**config.mk**
```make
export PLATFORM = sky130hd
export DESIGN_NAME = console_uart_tx
export DESIGN_NICKNAME = d
export VERILOG_FILES = /design/src/rtl/console_uart_tx_pkg.sv /design/src/rtl/console_fifo.sv /design/src/rtl/console_uart_tx.sv
export SDC_FILE = /design/constraint.sdc
export NUM_CORES = 1
export LEC_CHECK = 0
export CAP_MARGIN = 20
export CORE_ASPECT_RATIO = 2
export CORE_MARGIN = 4
export CORE_UTILIZATION = 58
export DETAILED_ROUTE_END_ITERATION = 12
export GPL_ROUTABILITY_DRIVEN = 1
export GPL_TIMING_DRIVEN = 0
export PLACE_DENSITY = 0.79
export SYNTH_ARGS = -nofsm -noshare
export SYNTH_HDL_FRONTEND = slang
export SYNTH_SLANG_ARGS = --single-unit
export TNS_END_PERCENT = 20
```
**constraint.sdc**
```tcl
create_clock -name clk -period 3.5 [get_ports clk]
set_input_delay 0.875 -clock clk [delete_from_list [all_inputs] [get_ports clk]]
set_output_delay 0.875 -clock clk [all_outputs]
set_load 0.02 [all_outputs]
```
**src/rtl/console_uart_tx_pkg.sv**
```systemverilog
// Shared types and helpers for the console UART transmitter.
// State encodings match the ones loggers use to decode the FSM.
package console_uart_tx_pkg;

    localparam int UART_STATE_LEN = 2;
    localparam int BYTE_W         = 8;
    localparam int LAST_BIT       = BYTE_W - 1;

    typedef enum logic [UART_STATE_LEN-1:0] {
        UART_IDLE  = 2'd0,
        UART_START = 2'd1,
        UART_DATA  = 2'd2,
        UART_STOP  = 2'd3
    } uart_state_e;

    function automatic logic [15:0] sat_inc16(
        input logic [15:0] v
    );
        return (v == 16'hFFFF) ? v : v + 16'd1;
    endfunction

endpackage

```
**src/rtl/console_fifo.sv**
```systemverilog
// Small byte FIFO between the console port and the UART serialiser.
// The read head is shown combinationally so a pop and its data share a cycle.
module console_fifo
    import console_uart_tx_pkg::*;
#(
    parameter int DEPTH = 16
) (
    input  logic                     clk,
    input  logic                     reset,
    input  logic                     push,
    input  logic [BYTE_W-1:0]        wdata,
    input  logic                     pop,
    output logic [BYTE_W-1:0]        rdata,
    output logic                     full,
    output logic                     empty,
    output logic [$clog2(DEPTH):0]   count
);

    localparam int AW = $clog2(DEPTH);
    localparam int CW = AW + 1;

    logic [BYTE_W-1:0] mem [DEPTH];
    logic [AW-1:0]     wr_ptr;
    logic [AW-1:0]     rd_ptr;
    logic [CW-1:0]     cnt;
    logic              do_push;
    logic              do_pop;

    assign full    = (cnt == CW'(DEPTH));
    assign empty   = (cnt == '0);
    assign count   = cnt;
    assign rdata   = mem[rd_ptr];
    assign do_push = push && !full;
    assign do_pop  = pop && !empty;

    // Pointers wrap naturally because DEPTH is a power of two.
    always_ff @(posedge clk or posedge reset) begin
        if (reset) begin
            wr_ptr <= '0;
            rd_ptr <= '0;
            cnt    <= '0;
        end else begin
            if (do_push) begin
                wr_ptr <= wr_ptr + 1'b1;
            end
            if (do_pop) begin
                rd_ptr <= rd_ptr + 1'b1;
            end
            if (do_push && !do_pop) begin
                cnt <= cnt + 1'b1;
            end else if (do_pop && !do_push) begin
                cnt <= cnt - 1'b1;
            end
        end
    end

    always_ff @(posedge clk) begin
        if (do_push) begin
            mem[wr_ptr] <= wdata;
        end
    end

endmodule

```
**src/rtl/console_uart_tx.sv**
```systemverilog
// Console write port to 8N1 UART bridge; never backpressures the core.
// Full-FIFO writes are dropped and tallied in a saturating counter.
module console_uart_tx
    import console_uart_tx_pkg::*;
#(
    parameter int XLEN         = 32,
    parameter int CLKS_PER_BIT = 868,
    parameter int FIFO_DEPTH   = 16
) (
    input  logic                          clk,
    input  logic                          reset,
    input  logic                          console_we,
    input  logic [XLEN-1:0]               console_wdata,
    output logic                          tx,
    output logic                          tx_busy,
    output logic                          fifo_full,
    output logic [$clog2(FIFO_DEPTH):0]   fifo_count,
    output logic [15:0]                   overflow_count
);

    localparam int BW = $clog2(CLKS_PER_BIT);

    uart_state_e       state_q;
    uart_state_e       state_d;
    logic [BW-1:0]     baud_q;
    logic [BW-1:0]     baud_d;
    logic [2:0]        bit_q;
    logic [2:0]        bit_d;
    logic [BYTE_W-1:0] shift_q;
    logic [BYTE_W-1:0] shift_d;
    logic              tx_q;
    logic              tx_d;
    logic              pop;
    logic              push;
    logic              fifo_empty;
    logic [BYTE_W-1:0] fifo_rdata;
    logic [15:0]       ovf_q;
    logic              baud_done;
    logic              unused_wdata;

    assign unused_wdata = ^console_wdata[XLEN-1:BYTE_W];

    assign push           = console_we && !fifo_full;
    assign baud_done      = (baud_q == BW'(CLKS_PER_BIT - 1));
    assign tx             = tx_q;
    assign tx_busy        = (state_q != UART_IDLE);
    assign overflow_count = ovf_q;

    console_fifo #(
        .DEPTH (FIFO_DEPTH)
    ) u_fifo (
        .clk   (clk),
        .reset (reset),
        .push  (push),
        .wdata (console_wdata[BYTE_W-1:0]),
        .pop   (pop),
        .rdata (fifo_rdata),
        .full  (fifo_full),
        .empty (fifo_empty),
        .count (fifo_count)
    );

    always_comb begin
        state_d = state_q;
        baud_d  = baud_q + 1'b1;
        bit_d   = bit_q;
        shift_d = shift_q;
        tx_d    = tx_q;
        pop     = 1'b0;
        unique case (state_q)
            UART_IDLE: begin
                baud_d = '0;
                tx_d   = 1'b1;
                if (!fifo_empty) begin
                    pop     = 1'b1;
                    shift_d = fifo_rdata;
                    state_d = UART_START;
                    tx_d    = 1'b0;
                end
            end
            UART_START: begin
                if (baud_done) begin
                    baud_d  = '0;
                    bit_d   = '0;
                    state_d = UART_DATA;
                    tx_d    = shift_q[0];
                end
            end
            UART_DATA: begin
                if (baud_done) begin
                    baud_d = '0;
                    if (bit_q == 3'(LAST_BIT)) begin
                        state_d = UART_STOP;
                        tx_d    = 1'b1;
                    end else begin
                        shift_d = shift_q >> 1;
                        bit_d   = bit_q + 1'b1;
                        tx_d    = shift_q[1];
                    end
                end
            end
            UART_STOP: begin
                // Chain straight into the next start bit when more is queued.
                if (baud_done) begin
                    baud_d = '0;
                    if (!fifo_empty) begin
                        pop     = 1'b1;
                        shift_d = fifo_rdata;
                        state_d = UART_START;
                        tx_d    = 1'b0;
                    end else begin
                        state_d = UART_IDLE;
                        tx_d    = 1'b1;
                    end
                end
            end
            default: begin
                baud_d  = '0;
                state_d = UART_IDLE;
                tx_d    = 1'b1;
            end
        endcase
    end

    always_ff @(posedge clk or posedge reset) begin
        if (reset) begin
            state_q <= UART_IDLE;
            baud_q  <= '0;
            bit_q   <= '0;
            shift_q <= '0;
            tx_q    <= 1'b1;
        end else begin
            state_q <= state_d;
            baud_q  <= baud_d;
            bit_q   <= bit_d;
            shift_q <= shift_d;
            tx_q    <= tx_d;
        end
    end

    always_ff @(posedge clk or posedge reset) begin
        if (reset) begin
            ovf_q <= '0;
        end else if (console_we && fifo_full) begin
            ovf_q <= sat_inc16(ovf_q);
        end
    end

endmodule

```
* Word-level counts from Yosys, hierarchy flattened *
Memory sizes are Yosys's and may differ from the RTL's.
Index checks and enable logic that the tools add are counted.

storage, ports and cells
  memories kept = 1
  input port bits = 35
  bits in writable memories = 128
  latch bits = 0
  register bits = 53
  word-level logic and storage cells = 84
  output and inout bits = 24
  ROM bits = 0

memories
  memory      words  bits a word  read ports  clocked after memory_dff  wr ports  RTL line            RTL
  u_fifo.mem  16     8            1           0                         1         console_fifo.sv:22  logic [BYTE_W-1:0] mem [DEPTH];

cells by class
  magnitude comparators = 0
  reductions and logical operators = 22
  multipliers = 0
  divide/modulo/power cells = 0
  add/subtract/negate cells = 7
  equality and inequality tests = 13
  bitwise logic cells = 1
  shift operators = 0
  multiplexer cells = 31

operator list
  operator                                                             count
  8-bit 2-to-1 mux                                                     4
  8-bit one-hot mux with 3 select lines                                1
  10-bit one-hot mux with 2 select lines                               1
  16-bit by 1-bit adder with 16-bit output (second input constant)     1
  16-bit == test (second input constant)                               1
  2-bit inequality test (second input constant)                        6
  10-bit by 1-bit adder with 10-bit output (second input constant)     1
  10-bit == test (second input constant)                               1
  1-bit 2-to-1 mux                                                     10
  10-bit 2-to-1 mux                                                    1
  2-bit 2-to-1 mux                                                     5
  5-bit 2-to-1 mux                                                     2
  3-bit 2-to-1 mux                                                     3
  4-bit by 1-bit adder with 4-bit output (second input constant)       2
  2-bit one-hot mux with 4 select lines                                1
  4-bit AND reduction                                                  2
  1-bit logical AND                                                    6
  3-bit one-hot mux with 2 select lines                                1
  2-bit nonzero test                                                   3
  5-bit by 1-bit adder with 5-bit output (second input constant)       1
  5-bit == test (second input constant)                                1
  5-bit zero test                                                      1
  5-bit AND reduction                                                  1
  5-bit by 1-bit subtractor with 5-bit output (second input constant)  1
  13 further kinds                                                     17

* Logic depth before layout (Yosys ltp) *
Gate-level depths: netlist (run 1).

  depth in word-level cells = 8
  mapped depth = 13
  mapped depth without buffers = 13

* Cells and area by module *
A second synthesis (run 1) with hierarchy kept.

second synthesis, totals
  cell total of the unflattened synthesis = 514
  area, all modules = 7900.1 um^2

by module, submodules not included
  module           sequential area each (um^2)  instances  cells each  area an instance (um^2)
  console_fifo     4169.0                       1          323         5774.3
  console_uart_tx  1002.2                       1          191         2125.8

* Worst setup path before layout (run 1) *
No wires, ideal clock.

  path type = flip-flop to flip-flop
  start = register u_fifo.cnt[2], in the netlist u_fifo.count[2]
  end = register u_fifo.cnt[4], in the netlist u_fifo.count[4]
  library setup time = 0.135 ns
  cell stages (with the launch flop) = 13
  arrival time = 2.731 ns
  slack = 0.634 ns
  path through = dfrtp_1 or4_1 nor2_1 nor3_1 inv_1 ha_1 inv_1 fa_1 a21o_1 a21oi_1 xnor2_1 nor2_1 xor2_1

on the way
  word-level cells in the longest chain between the ends = 8
  elaborated cells on any way between the ends = 19
  those cells by class = 2 x add/sub; 1 x eq/ne; 5 x mux; 11 x reduce/logical

ends and longest elaborated chain
  item                                                    RTL line                                       RTL
  start, declared                                         console_fifo.sv:25                             logic [CW-1:0] cnt;
  start signal, assigned                                  console_fifo.sv:50                             cnt <= cnt + 1'b1;
  start signal, assigned                                  console_fifo.sv:52                             cnt <= cnt - 1'b1;
  5-bit zero test                                         console_fifo.sv:30                             assign empty = (cnt == '0);
  1-bit 2-to-1 mux                                        console_uart_tx.sv:74, console_uart_tx.sv:106
  1-bit 2-to-1 mux                                        console_uart_tx.sv:104                         if (baud_done) begin
  1-bit one-hot mux with 2 select lines                   console_uart_tx.sv:70                          unique case (state_q)
  1-bit logical AND                                       console_fifo.sv:34                             assign do_pop = pop && !empty;
  1-bit zero test                                         console_fifo.sv:49                             if (do_push && !do_pop) begin
  1-bit logical AND                                       console_fifo.sv:49
  5-bit 2-to-1 mux or 2-bit nonzero test (tied branches)  -

Several ways; a longest one is shown, not always the timed one. The select of a mux whose other input is x is not followed.
A chain may end at the register's enable or synchronous reset.

* Final worst setup path (run 1) *
  start = register baud_q[0]
  end = register u_fifo.cnt[4], in the netlist u_fifo.count[4]

on the way
  word-level cells in the longest chain between the ends = 7
  elaborated cells on any way between the ends = 9
  those cells by class = 1 x eq/ne; 3 x mux; 5 x reduce/logical

ends and longest elaborated chain
  item                                                    RTL line                RTL
  start, declared                                         console_uart_tx.sv:25   logic [BW-1:0] baud_q;
  start signal, assigned                                  console_uart_tx.sv:134  baud_q <= baud_d;
  10-bit == test *                                        console_uart_tx.sv:44   assign baud_done = (baud_q == BW'(CLKS_PER_BIT - 1));
  1-bit 2-to-1 mux *                                      console_uart_tx.sv:104
  1-bit one-hot mux with 2 select lines *                 console_uart_tx.sv:70
  1-bit logical AND *                                     console_fifo.sv:34
  1-bit zero test                                         console_fifo.sv:49
  1-bit logical AND                                       console_fifo.sv:49
  5-bit 2-to-1 mux or 2-bit nonzero test (tied branches)  -

Mark *: on every way between the ends. The rest lies on a longest branch, timed or not.

==> results of run 1 <==
[worst max-delay path, stage by stage, from the launching register on]
cell and delay, ns:
dfrtp_1 0.40, ha_1 0.21, nor3b_1 0.39, a41oi_1 0.19, nor3_2 0.37, inv_1 0.09
ha_1 0.24, inv_1 0.14, ha_1 0.29, a21o_1 0.17, a21oi_1 0.17, xnor2_1 0.13
nor2_1 0.07, xor2_1 0.15
[cells by family (layout without fill, tap and decap cells)]
logic type | after synthesis | after routing | synth area share (%)
DFF | 181 | 181 | 67.84
buffers and inverters | 36 | 106 | 2.052
xor gates and xnor gates | 34 | 34 | 3.907
adders and majority gates | 19 | 19 | 3.217
AOI/OAI and AO/OA | 53 | 53 | 4.695
muxes | 39 | 39 | 10.46
and+or+nand+nor | 119 | 119 | 7.830
[worst max path at each step]
stage | depth (start not counted) | end
2_1_floorplan | 12 | u_fifo.count[4]
3_3_place_gp | 11 | u_fifo.count[4]
3_5_place_dp | 5 | u_fifo.mem[3][2]
4_1_cts | 13 | u_fifo.count[4]
5_1_grt | 13 | u_fifo.count[4]
6_report | 13 | u_fifo.count[4]
[routing by layer]
layer | part of all wire (%) | global-route usage, % | vias up
li1 | - | - | 1930
met1 | 35 | 22.01 | 2103
met2 | 58 | 39.26 | 118
met3 | 3.9 | 3.488 | 24
met4 | 3.5 | 8.684 | 0
met5 | 0 | 0 | -
[power breakdown]
group          switching [mW]  internal (mW)  total, mW
clock                   0.873          0.952       1.83
combinational           0.433          0.306      0.739
sequential              0.126           2.52       2.65
[metrics by stage]
stage | hold WS (ns) | cell area (µm²) | utilization, %
2_1_floorplan | 0.4552 | 7622 | -
6_report | 0.4971 | 8780 | 67.96
4_1_cts | 0.5045 | 8750 | 67.73
3_3_place_gp | 0.4722 | 8153 | 63.11
5_1_grt | 0.5251 | 8780 | 67.96
3_5_place_dp | 0.4738 | 8173 | 63.26
[cells in the mapped netlist, types with 2 or more instances]
| cell | n |
|---|---|
| mux4_2 | 32 |
| ha_1 | 18 |
| buf_1 | 4 |
| nand3_1 | 9 |
| o21ai_0 | 6 |
| nand2b_1 | 3 |
| or4_1 | 2 |
| and3_1 | 3 |
| a22oi_1 | 12 |
| clkbuf_2 | 2 |
| a21oi_1 | 21 |
| mux2_2 | 5 |
| buf_2 | 3 |
| nor3_1 | 7 |
| clkbuf_1 | 8 |
| and4_1 | 3 |
| nor2_1 | 43 |
| a21o_1 | 2 |
| buf_4 | 2 |
| nand2_1 | 26 |
| o31ai_1 | 2 |
| xnor2_1 | 19 |
| edfxtp_1 | 128 |
| nand4_1 | 8 |
| and2_1 | 2 |
| nor2b_1 | 5 |
| dfrtp_1 | 52 |
| xor2_1 | 15 |
| mux2i_1 | 2 |
| inv_1 | 16 |
| a22o_1 | 4 |
[flip-flops by register name, summed over array words and instances (netlist names), 3 cells and up]
signal	flops
u_fifo.mem	128
u_fifo.rd_ptr	4
u_fifo.wr_ptr	4
u_fifo.count	5
overflow_count	16
baud_q	10
bit_q	3
shift_q	8
[area by class of cell]
class / instances / area, µm²
fill: 833 / 4139
tap: 152 / 190.2
clock inverter: 14 / 151.4
sequential: 181 / 5171
multi-input combinational: 264 / 2300
clock buffer: 17 / 425.4
timing repair buffer: 39 / 385.4
buffer: 20 / 96.34
inverter: 16 / 60.06
[timing repair]
action / 4_1_cts / 5_1_grt
hold buffers: 0 / 0
endpoints found under the setup margin: 0 / 2
resized for setup: 0 / 1
==> impl_metrics.toml, run 1 <==
[critical_path]
timing.rr.start = "baud_q[0]"
start_kind = "flop"
r2r_cells = 13
arrival_ns = 3.44
regToRegSetupSlack_ns = 0.36
cp_max_fo = 5
critical_path.startpoint = "baud_q[0]"
reg2reg_to = "u_fifo.count[4]"
endpoint_kind = "flop"
crit_required_ns = 3.80
worst-setup-path-type = "flop to flop"

[global_routing]
track_usage_pct = 20.82
grt_pass1_wl_um = 23120
grt.overflow.total = 0
grt_max_degree = 30
grt_pass1_vias = 4430
grt_antenna_before_repair = 0

[place]
dp_hpwl_um = 10320
placed_cells = 668
dpl_worst_slack_ns = -0.006046
place_congestion = 0.8311
port_buffers = 34

[hold_path]
worstHoldPathType = "flop to flop"
min_from = "overflow_count[15]"
timing.hold.worst_path_depth = 1
whs_endpoint = "overflow_count[15]"

[synthesis]
yosys-top-cells-area = "edfxtp_1 (50%), dfrtp_1 (17%), mux4_2 (9.5%), ha_1 (3.0%), xnor2_1 (2.2%)"
netlist_area_um2 = 7622
synth_ff_type = "edfxtp_1"
synth_cell_types = 48
synth_seq_cells = 181
netlist_instances = 481
synth_top_cell_by_area = "edfxtp_1"
synth-async-reset-ratio_pct = 29.28
avgSynthCellArea_um2 = 15.85
seq_area_frac_synth_pct = 67.84
synth_top_area_share_pct = 50.43
syn_nets = 535
synth-warning-count = 0
synth_edf_count = 128

[timing]
fin_ws_ns = 0.3635
finalMaxSlewViolations = 0
tightest_slew_ns = 0.7649
min_period_over_period_pct = 89.61
rsz0062_at_grt = "no"
setup_violations = 0
slew_headroom_pct = 48.82
fin_worst_skew_ns = 0.01175
final.setup.tns_ns = 0
hold_viol = 0
fmax_mhz = 318.8
fin_crit_ns = 3.136

[layout]
stdcell_count = 703
finalNetCount = 593
synthToLayoutAreaGrowth_pct = 15.18
mostFrequentLayoutCell = "edfxtp_1"
mostFrequentLayoutCells = "edfxtp_1 (128), dfrtp_1 (52), nor2_1 (43)"
drive_above_1_share_pct = 16.33
diodes = 0

[floorplan]
coreArea_um2 = 12920
ios = 59
rows = 59
design.die.area_um2 = 15150
start_util_pct = 59.00
chipHeight_um = 170.1
die_w_um = 89.06

[drt]
drtAntennaViolNets = 0
vias_per_cell = 5.939
via_count = 4175
drtPass1Iterations = 4
drc = 0
first_iter_violations = 229
wire_per_inst_um = 20.77
routed_wl_um = 14600

[pwr]
p_leak_nw = 3.194
peakVddDrop_uv = 532.1
power_mw = 5.212
cellPowerDensity_nw_per_um2 = 593.7

[run]
cap_viol_max_count = 0

[clock_tree]
cts_setup_buffers = 0
insertion_delay_ns = 0.43
cts_tree = "done"
cts_root_buf = "clkbuf_16"
htreeDepth = 4
clk_pin_slew_ns = 0.07
cts-buffers-inserted = 17
cts.sinks = 181
cts_buffer_depth = 2

[status]
outcome = "complete, no violations"
No activity file was read; power rests on OpenSTA's default activity.
==> inputs of run 2 (changes only) <==
--- a/config.mk
+++ b/config.mk
@@ -13,6 +13,7 @@
 export GPL_ROUTABILITY_DRIVEN = 1
 export GPL_TIMING_DRIVEN = 0
 export PLACE_DENSITY = 0.79
+export SLEW_MARGIN = 30
 export SYNTH_ARGS = -nofsm -noshare
 export SYNTH_HDL_FRONTEND = slang
 export SYNTH_SLANG_ARGS = --single-unit
==> run 2 against run 1 <==
Register-to-register slack about the same; global-route usage up 0.27 points; largest cell class unchanged; via count down 0.31%; sequential power about the same; largest power group unchanged; flip-flop and latch count unchanged.
==> impl_metrics.toml, run 2 (synthesis results as in run 1) <==
[pwr]
cellPowerDensity_nw_per_um2 = 600.0
pwr-share-comb_pct = 14.0
power_mw = 5.272
p_seq_share_pct = 50.3
peakVddDrop_uv = 500.0
p_leak_nw = 3.180
power_frac_clock_pct = 35.7
p_sw_share_pct = 28.11
p_switching_mw = 1.482
intPower_mw = 3.790

[timing]
final.setup.tns_ns = 0
min_period_over_period_pct = 89.29
hold_viol = 0
finalMaxSlewViolations = 0
fin_crit_ns = 3.125
fin_worst_skew_ns = 0.01319
setup_violations = 0
slew_headroom_pct = 47.65
tightest_slew_ns = 0.7823
fmax_mhz = 320.0
rsz0062_at_grt = "no"

[drt]
vias_per_cell = 5.954
routed_wl_um = 14830
drc = 0
wire_per_inst_um = 21.22
first_iter_violations = 294
drtPass1Iterations = 5
via_count = 4162
drtAntennaViolNets = 0

[floorplan]
design.die.area_um2 = 15150
rows = 59
coreArea_um2 = 12920
ios = 59
start_util_pct = 59.00
chipHeight_um = 170.1
die_w_um = 89.06

[clock_tree]
cts_buffer_depth = 2
clk_pin_slew_ns = 0.08
cts_root_buf = "clkbuf_16"
cts_tree = "done"
htreeDepth = 4
cts_setup_buffers = 0
insertion_delay_ns = 0.43
cts.sinks = 181
cts-buffers-inserted = 17

[critical_path]
crit_required_ns = 3.80
worst-setup-path-type = "flop to flop"
cp_max_fo = 5
endpoint_kind = "flop"
arrival_ns = 3.42
r2r_cells = 13
start_kind = "flop"

[layout]
drive_above_1_share_pct = 16.45
diodes = 0
mostFrequentLayoutCell = "edfxtp_1"
fillerInstances = 853
regMostFlops = "u_fifo.mem"
final_util_pct = 68.02
largest_reg_flops = 128
seq_area_um2 = 5171
stdcell_area_um2 = 8787
mostFrequentLayoutCells = "edfxtp_1 (128), dfrtp_1 (52), nor2_1 (43)"
finalNetCount = 588
multiInputGateArea_um2 = 2320
synthToLayoutAreaGrowth_pct = 15.28

[global_routing]
grt_max_degree = 54
track_usage_pct = 21.09
grt_antenna_before_repair = 0
grt_pass1_wl_um = 23230
grt.overflow.total = 0
grt_pass1_vias = 4381

[status]
outcome = "complete, no violations"

[place]
port_buffers = 34
dpl_cell_area_um2 = 8175
dp_hpwl_um = 10280
place_congestion = 0.8311

[run]
cap_viol_max_count = 0

[hold_path]
timing.hold.worst_path_depth = 1
worstHoldPathType = "flop to flop"
==> run 2: changes by cell type in the layout (fill, tap and decap cells not counted), moves of 2 or more <==
cell      change
inv_8         -5
clkinv_8      +4
nor3_1        -4
nor3_2        +4
clkinv_4      -3
inv_6         +3
buf_2         -2
clkbuf_4      -2
==> run 2: repair_timing <==
item                       4_1_cts  5_1_grt
hold buffers                     0        0
setup endpoints to repair        0        2
hold endpoints to repair         0        0
resized for setup                0        1
==> run 2: cell type report <==
type | count | share of cell area (%)
Sequential cell | 181 | 58.85
Multi-Input combinational cell | 264 | 26.40
Clock buffer | 17 | 4.841
Timing Repair Buffer | 34 | 3.873
Tap cell | 152 | 2.164
Clock inverter | 15 | 2.065
Buffer | 20 | 1.096
Inverter | 16 | 0.7119
==> run 2: routing by layer <==
layer  up-vias  part of all wire, %  track usage, %
met2       124                   57           38.09
li1       1916                    -               -
met5         -                    0               0
met4         0                  4.0           10.43
met3        34                  3.9           3.488
met1      2088                   36           23.22
==> run 2: power by group through the flow <==
stage | Sequential [mW] | Clock, mW | Combinational (mW)
finish | 2.65 | 1.88 | 0.739
global route | 2.67 | 1.99 | 0.817
global placement | 2.68 | 0 | 0.689
CTS | 2.65 | 1.90 | 0.749
detailed placement | 2.69 | 0 | 0.743
floorplan | 2.72 | 0 | 0.416
==> run 2: worst max-delay path: stages (launching register included) <==
cell and delay [ns]:
dfrtp_1 0.40, ha_1 0.21, nor3b_1 0.39, a41oi_1 0.19
nor3_2 0.37, inv_1 0.09, ha_1 0.24, inv_1 0.14
ha_1 0.29, a21o_1 0.17, a21oi_1 0.17, xnor2_1 0.13
nor2_1 0.07, xor2_1 0.15
==> run 2: path summary, 6_finish.rpt <==
| check | startpoint | end | slack [ns] |
|---|---|---|---|
| hold reg to reg | overflow_count[15] | overflow_count[15] | 0.50 |
| hold / removal | overflow_count[15] | overflow_count[15] | 0.50 |
| setup / recovery | baud_q[0] | u_fifo.count[4] | 0.38 |
| setup reg to reg | baud_q[0] | u_fifo.count[4] | 0.38 |
| min in group asynchronous | reset | overflow_count[11] | 0.90 |
| max in group asynchronous | reset | shift_q[2] | 2.16 |
==> run 2: stage by stage <==
stage | worst slack (ns) | cells | hold slack (ns)
after floorplan | 0.6338 | 481 | 0.4552
after global placement | 0.1031 | 667 | 0.4722
after detailed placement | 0.02312 | 667 | 0.4738
after CTS | 0.1169 | 699 | 0.5033
after global routing | 0.1490 | 699 | 0.5267
final | 0.3750 | 699 | 0.5014
==> inputs of run 3 (changes only) <==
--- a/config.mk
+++ b/config.mk
@@ -8,12 +8,12 @@
 export CAP_MARGIN = 20
 export CORE_ASPECT_RATIO = 2
 export CORE_MARGIN = 4
-export CORE_UTILIZATION = 58
+export CORE_UTILIZATION = 55
 export DETAILED_ROUTE_END_ITERATION = 12
 export GPL_ROUTABILITY_DRIVEN = 1
 export GPL_TIMING_DRIVEN = 0
-export PLACE_DENSITY = 0.79
-export SLEW_MARGIN = 30
+export PLACE_DENSITY = 0.76
+export SLEW_MARGIN = 20
 export SYNTH_ARGS = -nofsm -noshare
 export SYNTH_HDL_FRONTEND = slang
 export SYNTH_SLANG_ARGS = --single-unit
==> run 3 against run 2 <==
Worst hold slack got worse by 0.017 ns; non-clock buffer count grew 1; clock-buffer cell count unchanged; clock power is essentially flat; total power is essentially flat; flip-flop and latch count did not move; final cell count grew 0.43%; largest power group unchanged; highest routed layer unchanged.
==> impl_metrics.toml, run 3 (synthesis results as in run 1) <==
[status]
outcome = "complete, no violations"

[layout]
diodes = 0
synthToLayoutAreaGrowth_pct = 15.32
mostFrequentLayoutCell = "edfxtp_1"
largest_reg_flops = 128
multiInputGateArea_um2 = 2320
drive_above_1_share_pct = 16.27
mostFrequentLayoutCells = "edfxtp_1 (128), dfrtp_1 (52), nor2_1 (43)"
fillerInstances = 942
regMostFlops = "u_fifo.mem"
finalNetCount = 589
final_util_pct = 65.05
seq_area_um2 = 5171

[drt]
drtAntennaViolNets = 0
wl_met2_um = 8613
routed_wl_um = 14790
vias_per_cell = 5.946
drc = 0
via_count = 4174
m1WireLength_um = 5107
wl_met3_um = 464
highest_layer = "met4"
drtPass1Iterations = 4
wire_per_inst_um = 21.07
first_iter_violations = 237

[clock_tree]
cts_tree = "done"
cts.sinks = 181
postCtsHoldBufs = 0
clk_pin_slew_ns = 0.07
cts_setup_buffers = 0
htreeDepth = 4
cts_buffer_depth = 2
insertion_delay_ns = 0.42
cts_root_buf = "clkbuf_16"
cts-buffers-inserted = 17

[floorplan]
rows = 60
ios = 59
design.die.area_um2 = 15920
die_w_um = 91.24
start_util_pct = 56.41
coreArea_um2 = 13510
chipHeight_um = 174.5

[critical_path]
slowest_stage = "or4_1"
worst-setup-path-type = "flop to flop"
critical_path.startpoint = "u_fifo.count[2]"
cp_max_fo = 5
endpoint_kind = "flop"
slowest_delay_ns = 0.60
path_cells = "or4_1 -> nor2_1 -> nor3_2 -> inv_1 -> ha_1 -> inv_1 -> fa_1 -> a21o_1 -> a21oi_1 -> xnor2_1 -> nor2_1 -> xor2_1"
crit_required_ns = 3.80
arrival_ns = 3.42
timing.rr.start = "u_fifo.count[2]"
start_kind = "flop"

[global_routing]
grt_max_degree = 29
grt_pass1_vias = 4507
grt.overflow.total = 0
grt_pass1_wl_um = 23470
grt_antenna_before_repair = 0
track_usage_pct = 19.64

[hold_path]
worstHoldPathType = "flop to flop"
min_from = "baud_q[0]"

[timing]
min_period_over_period_pct = 89.24
hold_viol = 0
fin_crit_ns = 3.124
setup_violations = 0
fin_worst_skew_ns = 0.01060
whs_ns = 0.4839
final.setup.tns_ns = 0
tightest_slew_ns = 0.8118
slew_headroom_pct = 45.68
fmax_mhz = 320.1
rsz0062_at_grt = "no"
finalMaxSlewViolations = 0

[pwr]
p_leak_nw = 3.176
p_switching_mw = 1.431
intPower_mw = 3.837
p_seq_share_pct = 50.4
pwr-share-comb_pct = 14.1
peakVddDrop_uv = 360.7
cellPowerDensity_nw_per_um2 = 599.4
power_frac_clock_pct = 35.5
p_sw_share_pct = 27.17

[place]
dp_hpwl_um = 10500
place_congestion = 0.7976
port_buffers = 34

[run]
cap_viol_max_count = 0
-- run 3: changes by cell type in the layout (fill, tap and decap cells not counted), sizes merged --
cell,delta
buf,+1
clkinvlp,+2
bufinv,+1
clkinv,-3
inv,-1
-- run 3: what timing repair did --
action                                  in CTS  in global routing
endpoints found under the setup margin       0                  1
endpoints found under the hold margin        0                  0
gates resized for setup                      0                  1
-- run 3: power by group through the flow --
stage	Sequential (mW)	Clock (mW)	Combinational, mW
global route	2.68	2.00	0.812
floorplan	2.72	0	0.416
global placement	2.68	0	0.691
detailed placement	2.70	0	0.734
CTS	2.66	1.89	0.739
finish	2.65	1.87	0.744
-- run 3: cell type report --
cell class                 count  share of cell area [%]
buffer                        20                   1.096
clock inverter                14                   1.851
multi-input combinational    264                   26.39
timing repair buffer          35                   4.100
tap                          155                   2.206
sequential                   181                   58.83
inverter                      16                  0.6833
clock buffer                  17                   4.840
-- run 3: metrics by stage --
stage | area (µm²) | setup WS, ns | total power, mW | cells
floorplan | 7622 | 0.6338 | 3.131 | 481
global placement | 8157 | 0.08518 | 3.369 | 670
detailed placement | 8177 | 0.009249 | 3.435 | 671
CTS | 8765 | 0.1300 | 5.289 | 702
global route | 8790 | 0.1753 | 5.485 | 702
finish | 8790 | 0.3764 | 5.268 | 702
-- run 3: worst paths after layout --
path                                       to  slack [ns]  depth (start not counted)
min in group asynchronous  overflow_count[12]        0.84                          2
min                                 baud_q[0]        0.48                          1
max in group asynchronous                  tx        2.05                          3
max                           u_fifo.count[4]        0.38                         12
max reg2reg                   u_fifo.count[4]        0.38                         12
min reg2reg                         baud_q[0]        0.48                          1
-- run 3: critical path, delay by kind of cell (launching register included) --
kind / cells / cell delay (ns)
flops: 1 / 0.45
compound gates: 2 / 0.37
buf+inv: 2 / 0.18
fa+ha+maj: 2 / 0.60
xor+xnor: 2 / 0.28
simple gates: 4 / 1.12
-- run 3: layer usage --
metal  global-route usage, %  up-vias
met5                       0        -
met2                   37.13       97
met3                   3.638       35
li1                        -     1918
met4                   10.08        0
met1                   20.07     2124
